[config.mk]
export PLATFORM = sky130hd
export DESIGN_NAME = midi_voice_allocator
export DESIGN_NICKNAME = d
export VERILOG_FILES = /design/src/rtl/midi_pkg.sv /design/src/rtl/voice_mixer.sv /design/src/rtl/midi_voice_allocator.sv
export SDC_FILE = /design/constraint.sdc
export NUM_CORES = 1
export LEC_CHECK = 0
export BUFFER_PORTS_ARGS = -buffer_cell sky130_fd_sc_hd__buf_4
export CORE_MARGIN = 3
export CORE_UTILIZATION = 35
export CTS_BUF_LIST = sky130_fd_sc_hd__clkbuf_16
export DETAILED_ROUTE_END_ITERATION = 7
export SLEW_MARGIN = 10
export SYNTH_ARGS = -nofsm -noshare
export SYNTH_HDL_FRONTEND = slang
export SYNTH_SLANG_ARGS = --single-unit
[constraint.sdc]
create_clock -name clk_in -period 24.3 [get_ports clk_in]
set_clock_uncertainty 0.1 [all_clocks]
set_input_delay 4.86 -clock clk_in [delete_from_list [all_inputs] [get_ports clk_in]]
set_output_delay 4.86 -clock clk_in [all_outputs]
set_load 0.05 [all_outputs]
[src/rtl/midi_pkg.sv]
// ============================================================================
// midi_pkg: event encoding and per-voice state shared by the voice allocator.
// Revision: 1.0
// ============================================================================
`default_nettype none

package midi_pkg;

    typedef enum logic [1:0] {
        EVT_NOTE_ON  = 2'd0,
        EVT_NOTE_OFF = 2'd1,
        EVT_SUSTAIN  = 2'd2,
        EVT_ALL_OFF  = 2'd3
    } evt_t;

    localparam logic [6:0] SUSTAIN_THRESHOLD = 7'd64;

    // Stored field widths; the allocator's RATE_WIDTH/AGE_WIDTH track these.
    localparam int VOICE_RATE_WIDTH = 24;
    localparam int VOICE_AGE_WIDTH  = 8;

    typedef struct packed {
        logic                        on;
        logic                        held;
        logic [3:0]                  channel;
        logic [6:0]                  note;
        logic [6:0]                  velocity;
        logic [VOICE_RATE_WIDTH-1:0] rate;
        logic [VOICE_AGE_WIDTH-1:0]  age;
    } voice_t;

endpackage

`default_nettype wire

[src/rtl/voice_mixer.sv]
// ============================================================================
// voice_mixer: registered sum of the sounding voices' samples plus voice count.
// Revision: 1.0
// ============================================================================
`default_nettype none

module voice_mixer #(
    parameter int NUM_VOICES   = 8,
    parameter int SAMPLE_WIDTH = 16,
    parameter int MIX_WIDTH    = SAMPLE_WIDTH + $clog2(NUM_VOICES),
    parameter int CNT_WIDTH    = $clog2(NUM_VOICES + 1)
) (
    input  logic                                   clk_in,
    input  logic                                   rst_in,
    input  logic [NUM_VOICES-1:0]                  is_on_i,
    input  logic [NUM_VOICES-1:0][SAMPLE_WIDTH-1:0] samples_i,
    output logic [MIX_WIDTH-1:0]                   stream_o,
    output logic [CNT_WIDTH-1:0]                   count_o
);

    logic [MIX_WIDTH-1:0] sum_d, sum_q;
    logic [CNT_WIDTH-1:0] cnt_d, cnt_q;

    always_comb begin
        sum_d = '0;
        cnt_d = '0;
        for (int i = 0; i < NUM_VOICES; i++) begin
            if (is_on_i[i]) begin
                sum_d = sum_d + MIX_WIDTH'(samples_i[i]);
                cnt_d = cnt_d + CNT_WIDTH'(1);
            end
        end
    end

    always_ff @(posedge clk_in or negedge rst_in) begin
        if (!rst_in) begin
            sum_q <= '0;
            cnt_q <= '0;
        end else begin
            sum_q <= sum_d;
            cnt_q <= cnt_d;
        end
    end

    assign stream_o = sum_q;
    assign count_o  = cnt_q;

endmodule

`default_nettype wire

[src/rtl/midi_voice_allocator.sv]
// ============================================================================
// midi_voice_allocator: scans voices one per cycle to place/steal/release notes.
// Revision: 1.0
// ============================================================================
`default_nettype none

module midi_voice_allocator
    import midi_pkg::*;
#(
    parameter int NUM_VOICES   = 8,
    parameter int SAMPLE_WIDTH = 16,
    parameter int RATE_WIDTH   = VOICE_RATE_WIDTH,
    parameter int AGE_WIDTH    = VOICE_AGE_WIDTH,
    parameter int MIX_WIDTH    = SAMPLE_WIDTH + $clog2(NUM_VOICES)
) (
    input  logic                                    clk_in,
    input  logic                                    rst_in,
    input  logic                                    valid_in,
    output logic                                    ready_out,
    input  midi_pkg::evt_t                          evt_type_in,
    input  logic [3:0]                              channel_in,
    input  logic [6:0]                              note_in,
    input  logic [6:0]                              velocity_in,
    input  logic [RATE_WIDTH-1:0]                   rate_in,
    output logic [NUM_VOICES-1:0][RATE_WIDTH-1:0]   playback_rate,
    output logic [NUM_VOICES-1:0][6:0]              voice_velocity,
    output logic [NUM_VOICES-1:0]                   is_on,
    input  logic [NUM_VOICES-1:0][SAMPLE_WIDTH-1:0] out_samples,
    output logic [MIX_WIDTH-1:0]                    stream_out,
    output logic [$clog2(NUM_VOICES+1)-1:0]         active_count,
    output logic                                    has_updated
);

    localparam int IDX_W = $clog2(NUM_VOICES);
    localparam logic [IDX_W-1:0] LAST_IDX = IDX_W'(NUM_VOICES - 1);
    localparam logic [VOICE_AGE_WIDTH-1:0] AGE_MAX = VOICE_AGE_WIDTH'({AGE_WIDTH{1'b1}});

    typedef enum logic [1:0] {S_IDLE = 2'd0, S_SCAN = 2'd1, S_COMMIT = 2'd2} state_t;

    state_t                      state_q, state_d;
    logic [IDX_W-1:0]            idx_q, idx_d;
    evt_t                        evt_q, evt_d;
    logic [3:0]                  chan_q, chan_d;
    logic [6:0]                  note_q, note_d;
    logic [6:0]                  vel_q, vel_d;
    logic [VOICE_RATE_WIDTH-1:0] rate_q, rate_d;
    logic                        sustain_q, sustain_d;
    logic                        upd_q, upd_d;
    voice_t                      voices_q [NUM_VOICES];
    voice_t                      voices_d [NUM_VOICES];

    logic                        match_vld_q, match_vld_d, free_vld_q, free_vld_d;
    logic                        held_vld_q, held_vld_d, old_vld_q, old_vld_d;
    logic [IDX_W-1:0]            match_idx_q, match_idx_d, free_idx_q, free_idx_d;
    logic [IDX_W-1:0]            held_idx_q, held_idx_d, old_idx_q, old_idx_d;
    logic [VOICE_AGE_WIDTH-1:0]  held_age_q, held_age_d, old_age_q, old_age_d;

    voice_t                      cur;
    logic [IDX_W-1:0]            sel;

    always_comb begin
        state_d     = state_q;
        idx_d       = idx_q;
        evt_d       = evt_q;
        chan_d      = chan_q;
        note_d      = note_q;
        vel_d       = vel_q;
        rate_d      = rate_q;
        sustain_d   = sustain_q;
        upd_d       = 1'b0;
        voices_d    = voices_q;
        match_vld_d = match_vld_q;
        match_idx_d = match_idx_q;
        free_vld_d  = free_vld_q;
        free_idx_d  = free_idx_q;
        held_vld_d  = held_vld_q;
        held_idx_d  = held_idx_q;
        held_age_d  = held_age_q;
        old_vld_d   = old_vld_q;
        old_idx_d   = old_idx_q;
        old_age_d   = old_age_q;
        cur         = voices_q[idx_q];
        sel         = '0;

        case (state_q)
            S_IDLE: begin
                if (valid_in) begin
                    evt_d = (evt_type_in == EVT_NOTE_ON && velocity_in == 7'd0) ? EVT_NOTE_OFF
                                                                                 : evt_type_in;
                    chan_d      = channel_in;
                    note_d      = note_in;
                    vel_d       = velocity_in;
                    rate_d      = VOICE_RATE_WIDTH'(rate_in);
                    match_vld_d = 1'b0;
                    free_vld_d  = 1'b0;
                    held_vld_d  = 1'b0;
                    old_vld_d   = 1'b0;
                    idx_d       = '0;
                    state_d     = S_SCAN;
                end
            end
            S_SCAN: begin
                if (cur.on && cur.channel == chan_q && cur.note == note_q && !match_vld_q) begin
                    match_vld_d = 1'b1;
                    match_idx_d = idx_q;
                end
                if (!cur.on && !free_vld_q) begin
                    free_vld_d = 1'b1;
                    free_idx_d = idx_q;
                end
                // Strict '>' keeps the lowest index on age ties.
                if (cur.on && cur.held && (!held_vld_q || cur.age > held_age_q)) begin
                    held_vld_d = 1'b1;
                    held_idx_d = idx_q;
                    held_age_d = cur.age;
                end
                if (cur.on && (!old_vld_q || cur.age > old_age_q)) begin
                    old_vld_d = 1'b1;
                    old_idx_d = idx_q;
                    old_age_d = cur.age;
                end
                if (idx_q == LAST_IDX) begin
                    state_d = S_COMMIT;
                end else begin
                    idx_d = idx_q + IDX_W'(1);
                end
            end
            S_COMMIT: begin
                upd_d   = 1'b1;
                state_d = S_IDLE;
                sel = match_vld_q ? match_idx_q :
                      free_vld_q  ? free_idx_q  :
                      held_vld_q  ? held_idx_q  : old_idx_q;
                for (int i = 0; i < NUM_VOICES; i++) begin
                    case (evt_q)
                        EVT_NOTE_ON: begin
                            if (IDX_W'(i) == sel) begin
                                voices_d[i].on       = 1'b1;
                                voices_d[i].held     = 1'b0;
                                voices_d[i].age      = '0;
                                voices_d[i].channel  = chan_q;
                                voices_d[i].note     = note_q;
                                voices_d[i].velocity = vel_q;
                                voices_d[i].rate     = rate_q;
                            end else if (voices_q[i].on && voices_q[i].age != AGE_MAX) begin
                                voices_d[i].age = voices_q[i].age + VOICE_AGE_WIDTH'(1);
                            end
                        end
                        EVT_NOTE_OFF: begin
                            if (voices_q[i].on && voices_q[i].channel == chan_q &&
                                voices_q[i].note == note_q) begin
                                if (sustain_q) begin
                                    voices_d[i].held = 1'b1;
                                end else begin
                                    voices_d[i].on   = 1'b0;
                                    voices_d[i].held = 1'b0;
                                    voices_d[i].rate = '0;
                                end
                            end
                        end
                        EVT_SUSTAIN: begin
                            if (vel_q < SUSTAIN_THRESHOLD && voices_q[i].held) begin
                                voices_d[i].on   = 1'b0;
                                voices_d[i].held = 1'b0;
                                voices_d[i].rate = '0;
                            end
                        end
                        default: begin
                            if (voices_q[i].channel == chan_q) begin
                                voices_d[i].on   = 1'b0;
                                voices_d[i].held = 1'b0;
                                voices_d[i].rate = '0;
                            end
                        end
                    endcase
                end
                if (evt_q == EVT_SUSTAIN) begin
                    sustain_d = (vel_q >= SUSTAIN_THRESHOLD);
                end
            end
            default: state_d = S_IDLE;
        endcase
    end

    always_ff @(posedge clk_in or negedge rst_in) begin
        if (!rst_in) begin
            state_q     <= S_IDLE;
            idx_q       <= '0;
            evt_q       <= EVT_NOTE_ON;
            chan_q      <= '0;
            note_q      <= '0;
            vel_q       <= '0;
            rate_q      <= '0;
            sustain_q   <= 1'b0;
            upd_q       <= 1'b0;
            match_vld_q <= 1'b0;
            match_idx_q <= '0;
            free_vld_q  <= 1'b0;
            free_idx_q  <= '0;
            held_vld_q  <= 1'b0;
            held_idx_q  <= '0;
            held_age_q  <= '0;
            old_vld_q   <= 1'b0;
            old_idx_q   <= '0;
            old_age_q   <= '0;
            for (int i = 0; i < NUM_VOICES; i++) begin
                voices_q[i] <= '0;
            end
        end else begin
            state_q     <= state_d;
            idx_q       <= idx_d;
            evt_q       <= evt_d;
            chan_q      <= chan_d;
            note_q      <= note_d;
            vel_q       <= vel_d;
            rate_q      <= rate_d;
            sustain_q   <= sustain_d;
            upd_q       <= upd_d;
            match_vld_q <= match_vld_d;
            match_idx_q <= match_idx_d;
            free_vld_q  <= free_vld_d;
            free_idx_q  <= free_idx_d;
            held_vld_q  <= held_vld_d;
            held_idx_q  <= held_idx_d;
            held_age_q  <= held_age_d;
            old_vld_q   <= old_vld_d;
            old_idx_q   <= old_idx_d;
            old_age_q   <= old_age_d;
            for (int i = 0; i < NUM_VOICES; i++) begin
                voices_q[i] <= voices_d[i];
            end
        end
    end

    assign ready_out   = (state_q == S_IDLE);
    assign has_updated = upd_q;

    for (genvar g = 0; g < NUM_VOICES; g++) begin : g_voice_out
        assign playback_rate[g]  = RATE_WIDTH'(voices_q[g].rate);
        assign voice_velocity[g] = voices_q[g].velocity;
        assign is_on[g]          = voices_q[g].on;
    end

    voice_mixer #(
        .NUM_VOICES   (NUM_VOICES),
        .SAMPLE_WIDTH (SAMPLE_WIDTH),
        .MIX_WIDTH    (MIX_WIDTH),
        .CNT_WIDTH    ($clog2(NUM_VOICES + 1))
    ) u_mixer (
        .clk_in    (clk_in),
        .rst_in    (rst_in),
        .is_on_i   (is_on),
        .samples_i (out_samples),
        .stream_o  (stream_out),
        .count_o   (active_count)
    );

endmodule

`default_nettype wire

==> qor.yml, run 1 <==
logic_synthesis:
  synth_area_leaders: "dfrtp_1 (41%), mux2_2 (7.7%), buf_4 (6.1%)"
  syn_avg_cell_area_um2: 10.22
  synth_compound_area_share_pct: 14.76
  ys_seq_area_share_pct: 41.17
  synthCells: 3105
  synth_common_cells: "dfrtp_1 (522), nand2_1 (313), buf_4 (256), mux2_2 (216), a22o_1 (200)"
  synth_largest_area_cell: "dfrtp_1"
  async_reset_ff_share_pct: 100.0
  muxShareOfSynthArea_pct: 11.40
  synth_top_cell_area_share_pct: 41.17
  ys_warn_count: 0
  synth_top_family_by_area: "compound AO/OA/AOI/OAI gates"
  yosys.area_share.simple_pct: 10.53
  synth_xor_xnor_area_share_pct: 6.530
  synth_cell_types: 75
  synth_edf_count: 0
  yosys_most_used_dff: "dfrtp_1"
  yosysMostFrequentCell: "dfrtp_1"
  synth.cell_area_um2: 31730
  ys_ff_latch: 522
  synth_nets: 3440
  synth-adder-area-share_pct: 6.542
clock_tree:
  clockBufferDepth: 3
  clock-sinks: 522
  cts_tree: "built"
  hold_buffers: 0
  cts_buffers: 56
  clock_latency_ns: 0.63
  clk_pin_slew_worst_paths_ns: 0.06
  h-tree-depth: 2
  clockRootBuffer: "clkbuf_16"
  cts_repair_resize_count: 0
  cts_setup_buffers: 0
critical_path:
  worstPathRequired_ns: 24.68
  slowest_stage: "o41ai_1"
  cpPeakStageDelay_ns: 0.60
  startpoint_type: "input pin"
  crit_top_cell: "ha_1"
  worstPathArrival_ns: 15.71
  rr_startpoint: "is_on[0]"
  worstSetupPathType: "input pin to flop"
  reg2reg_slack_ns: 12.64
  reg2reg_to: "u_mixer.stream_o[17]"
  worstRegToRegCells: 51
  path_max_fanout: 5
  endpoint_kind: "flop"
worst_hold_path:
  hp-class: "flop to flop"
  holdPathStages: 1
  whs_endpoint: "old_vld_q"
  hp-start: "old_vld_q"
die:
  die_width_um: 307.1
  rows: 109
  ios: 456
  start_util_pct: 35.57
  dieArea_um2: 94300
  die_h_um: 307.1
  coreArea_um2: 89190
place:
  place_congestion: 0.9081
  placed_cells: 4341
  numPortBuffers: 455
  dpl.hpwl_mm: 66.35
sta:
  slew_viol_final: 0
  slew-limit-headroom_pct: 23.60
  setup_viol: 0
  period_share_pct: 63.10
  min_period_ns: 15.33
  hold_violations: 0
  fmax_mhz: 65.22
  rsz0062_at_grt: "false"
  worstMarginPinSlew_ns: 1.137
  fin_setup_tns_ns: 0
finish:
  fillCellCount: 8689
  drive_gt1_share_pct: 26.61
  stdcell_count: 4449
  utilization_pct: 40.70
  synthToLayoutAreaGrowth_pct: 14.42
  nets: 3569
pwr:
  p_leak_uw: 0.01800
  powerDensity_nw_per_um2: 86.11
  peakVddDrop_uv: 64.38
run_status:
  status: "completed"
detailed_routing:
  routedWlPerCell_um: 21.44
  vias: 23740
  ant_nets: 0
  drc: 0
  drtIter0Drc: 1701
  wl_mm: 95.40
  first_pass_iters: 7
  avgViaCountPerCell: 5.337
grt:
  grt.overflow.total: 0
  track_usage_pct: 19.67
  grt_pass1_wl_mm: 144.3
  grt_max_degree: 89
  antenna_found_initial: 2
  grt_pass1_vias: 23550
job:
  cap_violations: 0
## layout make-up
type | instances | area, um2 | share of cell area [%]
multi-input combinational | 2073 | 15850 | 43.65
sequential | 522 | 13070 | 35.99
timing repair buffer | 495 | 3724 | 10.26
tap | 1165 | 1458 | 4.015
clock buffer | 57 | 1426 | 3.929
clock inverter | 48 | 455.4 | 1.255
inverter | 86 | 322.8 | 0.8892
antenna | 3 | 7.507 | 0.02068
## metal layers
metal	up-vias	wire length [um]	track usage [%]
met5	-	8	0
met4	2	2627	5.620
met3	150	7524	4.635
met2	743	44980	32.59
met1	11820	40260	25.70
li1	11030	-	-
## worst max path at each step
| stage | from | end | slack [ns] | cells past startpoint |
|---|---|---|---|---|
| 6_report | out_samples[0] | u_mixer.stream_o[17] | 8.97 | 51 |
| 5_1_grt | out_samples[0] | u_mixer.stream_o[18] | 8.08 | 51 |
| 4_1_cts | out_samples[0] | u_mixer.stream_o[17] | 9.01 | 51 |
| 3_5_place_dp | out_samples[0] | u_mixer.stream_o[17] | 8.40 | 51 |
| 3_3_place_gp | out_samples[0] | u_mixer.stream_o[17] | 8.56 | 51 |
| 2_1_floorplan | out_samples[0] | u_mixer.stream_o[17] | 9.39 | 50 |
## critical path: cells and delay by family
kind                       cells  cell delay (ns)
AOI/OAI and AO/OA             18             4.48
xor gates and xnor gates       6             0.73
adders and majority gates      9             3.04
buffers and inverters          2             0.18
muxes                          3             0.88
and+or+nand+nor               13             1.52
## through the flow
step / hold slack [ns] / cell area, um2 / setup slack [ns] / total power, uW
after floorplan: 0.3501 / 31730 / 9.390 / 1949
after global placement: 0.3599 / 34410 / 8.563 / 2249
after detailed placement: 0.3660 / 34410 / 8.399 / 2260
after CTS: 0.3801 / 36300 / 9.005 / 3148
after global routing: 0.3964 / 36300 / 8.077 / 3316
final: 0.3755 / 36300 / 8.966 / 3126
## cells by family (layout without fill, tap and decap cells)
| kind of cell | after synthesis | count (layout) |
|---|---|---|
| buf+inv | 510 | 686 |
| flops | 522 | 522 |
| compound gates | 655 | 655 |
| mux | 282 | 282 |
| simple gates | 739 | 739 |
| fa+ha+maj | 162 | 162 |
| xor+xnor | 235 | 235 |
| other cells | 0 | 3 |
## registers in the layout, summed over array words and instances (netlist names), 7 cells and up
name,cells
note_q,7
old_age_q,8
playback_rate,192
rate_q,24
voice_velocity,56
vel_q,7
voices_q,160
is_on,8
held_age_q,8
u_mixer.stream_o,19
## layout by cell type (no fill, tap or decap), drive strengths merged, types with 25 or more instances in the layout
| cell | n |
|---|---|
| clkbuf | 57 |
| inv | 94 |
| buf | 495 |
| a22o | 200 |
| clkinv | 28 |
| nand2 | 313 |
| nand4 | 36 |
| xnor2 | 130 |
| a21o | 39 |
| a21oi | 118 |
| o21a | 35 |
| nor3 | 44 |
| o21ai | 121 |
| ha | 153 |
| mux2 | 216 |
| nand3 | 37 |
| or3 | 25 |
| nor2 | 172 |
| xor2 | 104 |
| mux4 | 42 |
| dfrtp | 522 |
## power by group
part           internal (uW)  leakage [uW]  switching (uW)  total [uW]
Sequential               944       0.00720             180        1120
Combinational            469       0.00987             659        1130
Clock                    502      0.000937             372         874
Total                   1920        0.0180            1210        3130
Note: power is estimated with default switching activity, not from simulation.
==> run 2: changes to the inputs <==
==> constraint.sdc (replaced) <==
create_clock -name clk_in -period 13.9 [get_ports clk_in]
set_clock_uncertainty 0.1 [all_clocks]
set_input_delay 2.78 -clock clk_in [delete_from_list [all_inputs] [get_ports clk_in]]
set_output_delay 2.78 -clock clk_in [all_outputs]
set_load 0.05 [all_outputs]
==> qor.yml, run 2 (same netlist as run 1, synthesis figures left out) <==
critical_path:
  worstSetupPathType: "input pin to flop"
  reg2reg_slack_ns: 2.25  # -10.39 ns
  crit_top_cell: "ha_1"
  slowest_stage: "o41ai_2"
  cpPeakStageDelay_ns: 0.50  # -0.10 ns
  worstPathArrival_ns: 13.55  # -2.16 ns
  worstRegToRegCells: 50  # -2.0%
  worstPathRequired_ns: 14.29  # -10.39 ns
  endpoint_kind: "flop"
  path_max_fanout: 5  # unchanged
  rr_startpoint: "is_on[0]"
  reg2reg_to: "u_mixer.stream_o[17]"
  startpoint_type: "input pin"
finish:
  synthToLayoutAreaGrowth_pct: 13.96
  drive_gt1_share_pct: 26.47  # -0.14 points
  layout_commonest_cell: "dfrtp_1"
  nets: 3567  # -0.056%
  layout_common_cells: "dfrtp_1 (520), buf_4 (491), nand2_1 (312)"
  final_cell_area_um2: 36160  # -0.40%
  fillCellCount: 8779  # +1.0%
  largest_register_ffs: 192  # unchanged
  utilization_pct: 40.54  # -0.16 points
sta:
  hold_violations: 0  # unchanged
  min_period_ns: 13.16
  slew-limit-headroom_pct: 32.02  # +8.4 points
  worstMarginPinSlew_ns: 1.020  # -0.1175 ns
  slew_viol_final: 0  # unchanged
  period_share_pct: 94.70
  fmax_mhz: 75.97
  hold_slack_ns: 0.3773  # +0.001769 ns
  setup_viol: 0  # unchanged
die:
  coreArea_um2: 89190  # unchanged
  ios: 456  # unchanged
  die_h_um: 307.1  # unchanged
  start_util_pct: 35.57  # unchanged
  dieArea_um2: 94300  # unchanged
  die_width_um: 307.1  # unchanged
  rows: 109  # unchanged
clock_tree:
  cts_setup_buffers: 0  # unchanged
  cts_tree: "built"
  clock-sinks: 522  # unchanged
  clk_pin_slew_worst_paths_ns: 0.06  # about the same
  clockRootBuffer: "clkbuf_16"
  clock_latency_ns: 0.64  # about the same
  h-tree-depth: 2  # unchanged
  cts_buffers: 56  # unchanged
  clockBufferDepth: 3  # unchanged
place:
  numPortBuffers: 455  # unchanged
  dpl_cell_area_um2: 34410  # about the same
  place_congestion: 0.8974  # -1.2%
  dpl.hpwl_mm: 65.96  # -0.58%
pwr:
  p_leak_uw: 0.01795  # -0.31%
  peakVddDrop_uv: 135.0  # +110%
  powerDensity_nw_per_um2: 148.3  # +72%
run_status:
  status: "completed"
detailed_routing:
  ant_nets: 0  # unchanged
  drtIter0Drc: 1805  # +6.1%
  wl_mm: 95.38  # about the same
  vias: 23700  # -0.17%
  avgViaCountPerCell: 5.334  # about the same
  routedWlPerCell_um: 21.46  # about the same
  first_pass_iters: 8  # +1
  drc: 0  # unchanged
grt:
  met3_usage_pct: 3.953  # -0.68 points
  grt.overflow.total: 0  # unchanged
  busiest_layer: "met2"
  met1_usage_pct: 26.19  # +0.49 points
  grt_pass1_vias: 23500  # -0.23%
  grt_pass1_wl_mm: 144.1  # -0.17%
  grt_util_met2_pct: 32.31  # -0.28 points
  antenna_found_initial: 4  # +2
  track_usage_pct: 19.63  # -0.034 points
  grt_max_degree: 162  # +82%
worst_hold_path:
  hp-class: "flop to flop"
  whs_endpoint: "is_on[4]"
  holdPathStages: 1  # unchanged
  hp-start: "is_on[4]"
job:
  cap_violations: 0  # unchanged
==> run 2: cell count changes in the layout (fill, tap and decap cells not counted), moves of 2 or more <==
cell / before / now
clkinv_2: 7 / 12
buf_4: 494 / 491
clkinv_4: 5 / 1
inv_6: 0 / 2
bufinv_16: 7 / 2
clkinvlp_4: 5 / 1
clkinv_1: 14 / 17
==> run 2: repair_timing <==
| action | 4_1_cts | 5_1_grt |
|---|---|---|
| setup endpoints to repair | 0 | 2 |
| resized for setup | 0 | 1 |
| endpoints found under the hold margin | 0 | 0 |
| hold buffers | 0 | 0 |
==> run 2: critical path, delay by kind of cell <==
family                     cells  cell delay [ns]
buffers and inverters          2             0.19
and+or+nand+nor               13             1.50
xor gates and xnor gates       6             0.72
adders and majority gates      9             3.03
AOI/OAI and AO/OA             18             4.41
muxes                          3             0.87
==> run 2: worst max-delay path by stage <==
stage | start | to | slack, ns
after floorplan | out_samples[0] | u_mixer.stream_o[17] | 1.07
after global placement | out_samples[0] | u_mixer.stream_o[17] | 0.23
after detailed placement | out_samples[0] | u_mixer.stream_o[17] | 0.07
after CTS | out_samples[0] | u_mixer.stream_o[17] | 0.71
after global routing | out_samples[0] | u_mixer.stream_o[17] | -0.03
final | out_samples[0] | u_mixer.stream_o[17] | 0.74
==> run 2: power breakdown <==
group	switching [uW]	internal, uW
Combinational	1150	820
Clock	656	775
Sequential	307	1650
Total	2120	3250
==> run 2: area by class of cell <==
class | count | area [um2] | share of cell area [%]
clock inverter | 46 | 331.6 | 0.9170
antenna | 3 | 7.507 | 0.02076
clock buffer | 56 | 1401 | 3.875
sequential | 522 | 13070 | 36.13
multi-input combinational | 2073 | 15850 | 43.84
inverter | 86 | 322.8 | 0.8927
tap | 1165 | 1458 | 4.031
timing repair buffer | 493 | 3721 | 10.29
==> run 2: per-stage QoR <==
stage               setup slack [ns]  TNS [ns]  total power [uW]  cells
floorplan                      1.070         0              3408   3105
global placement              0.2294         0              3927   4339
detailed placement           0.06797         0              3945   4339
CTS                           0.7103         0              5398   4441
global route                -0.03052  -0.03052              5693   4443
finish                        0.7362         0              5363   4444
==> run 2: metal layers <==
| metal | wire, um | up-vias |
|---|---|---|
| met4 | 2527 | 0 |
| met1 | 42040 | 11850 |
| li1 | - | 11010 |
| met2 | 44830 | 704 |
| met3 | 5988 | 139 |
| met5 | 0 | - |
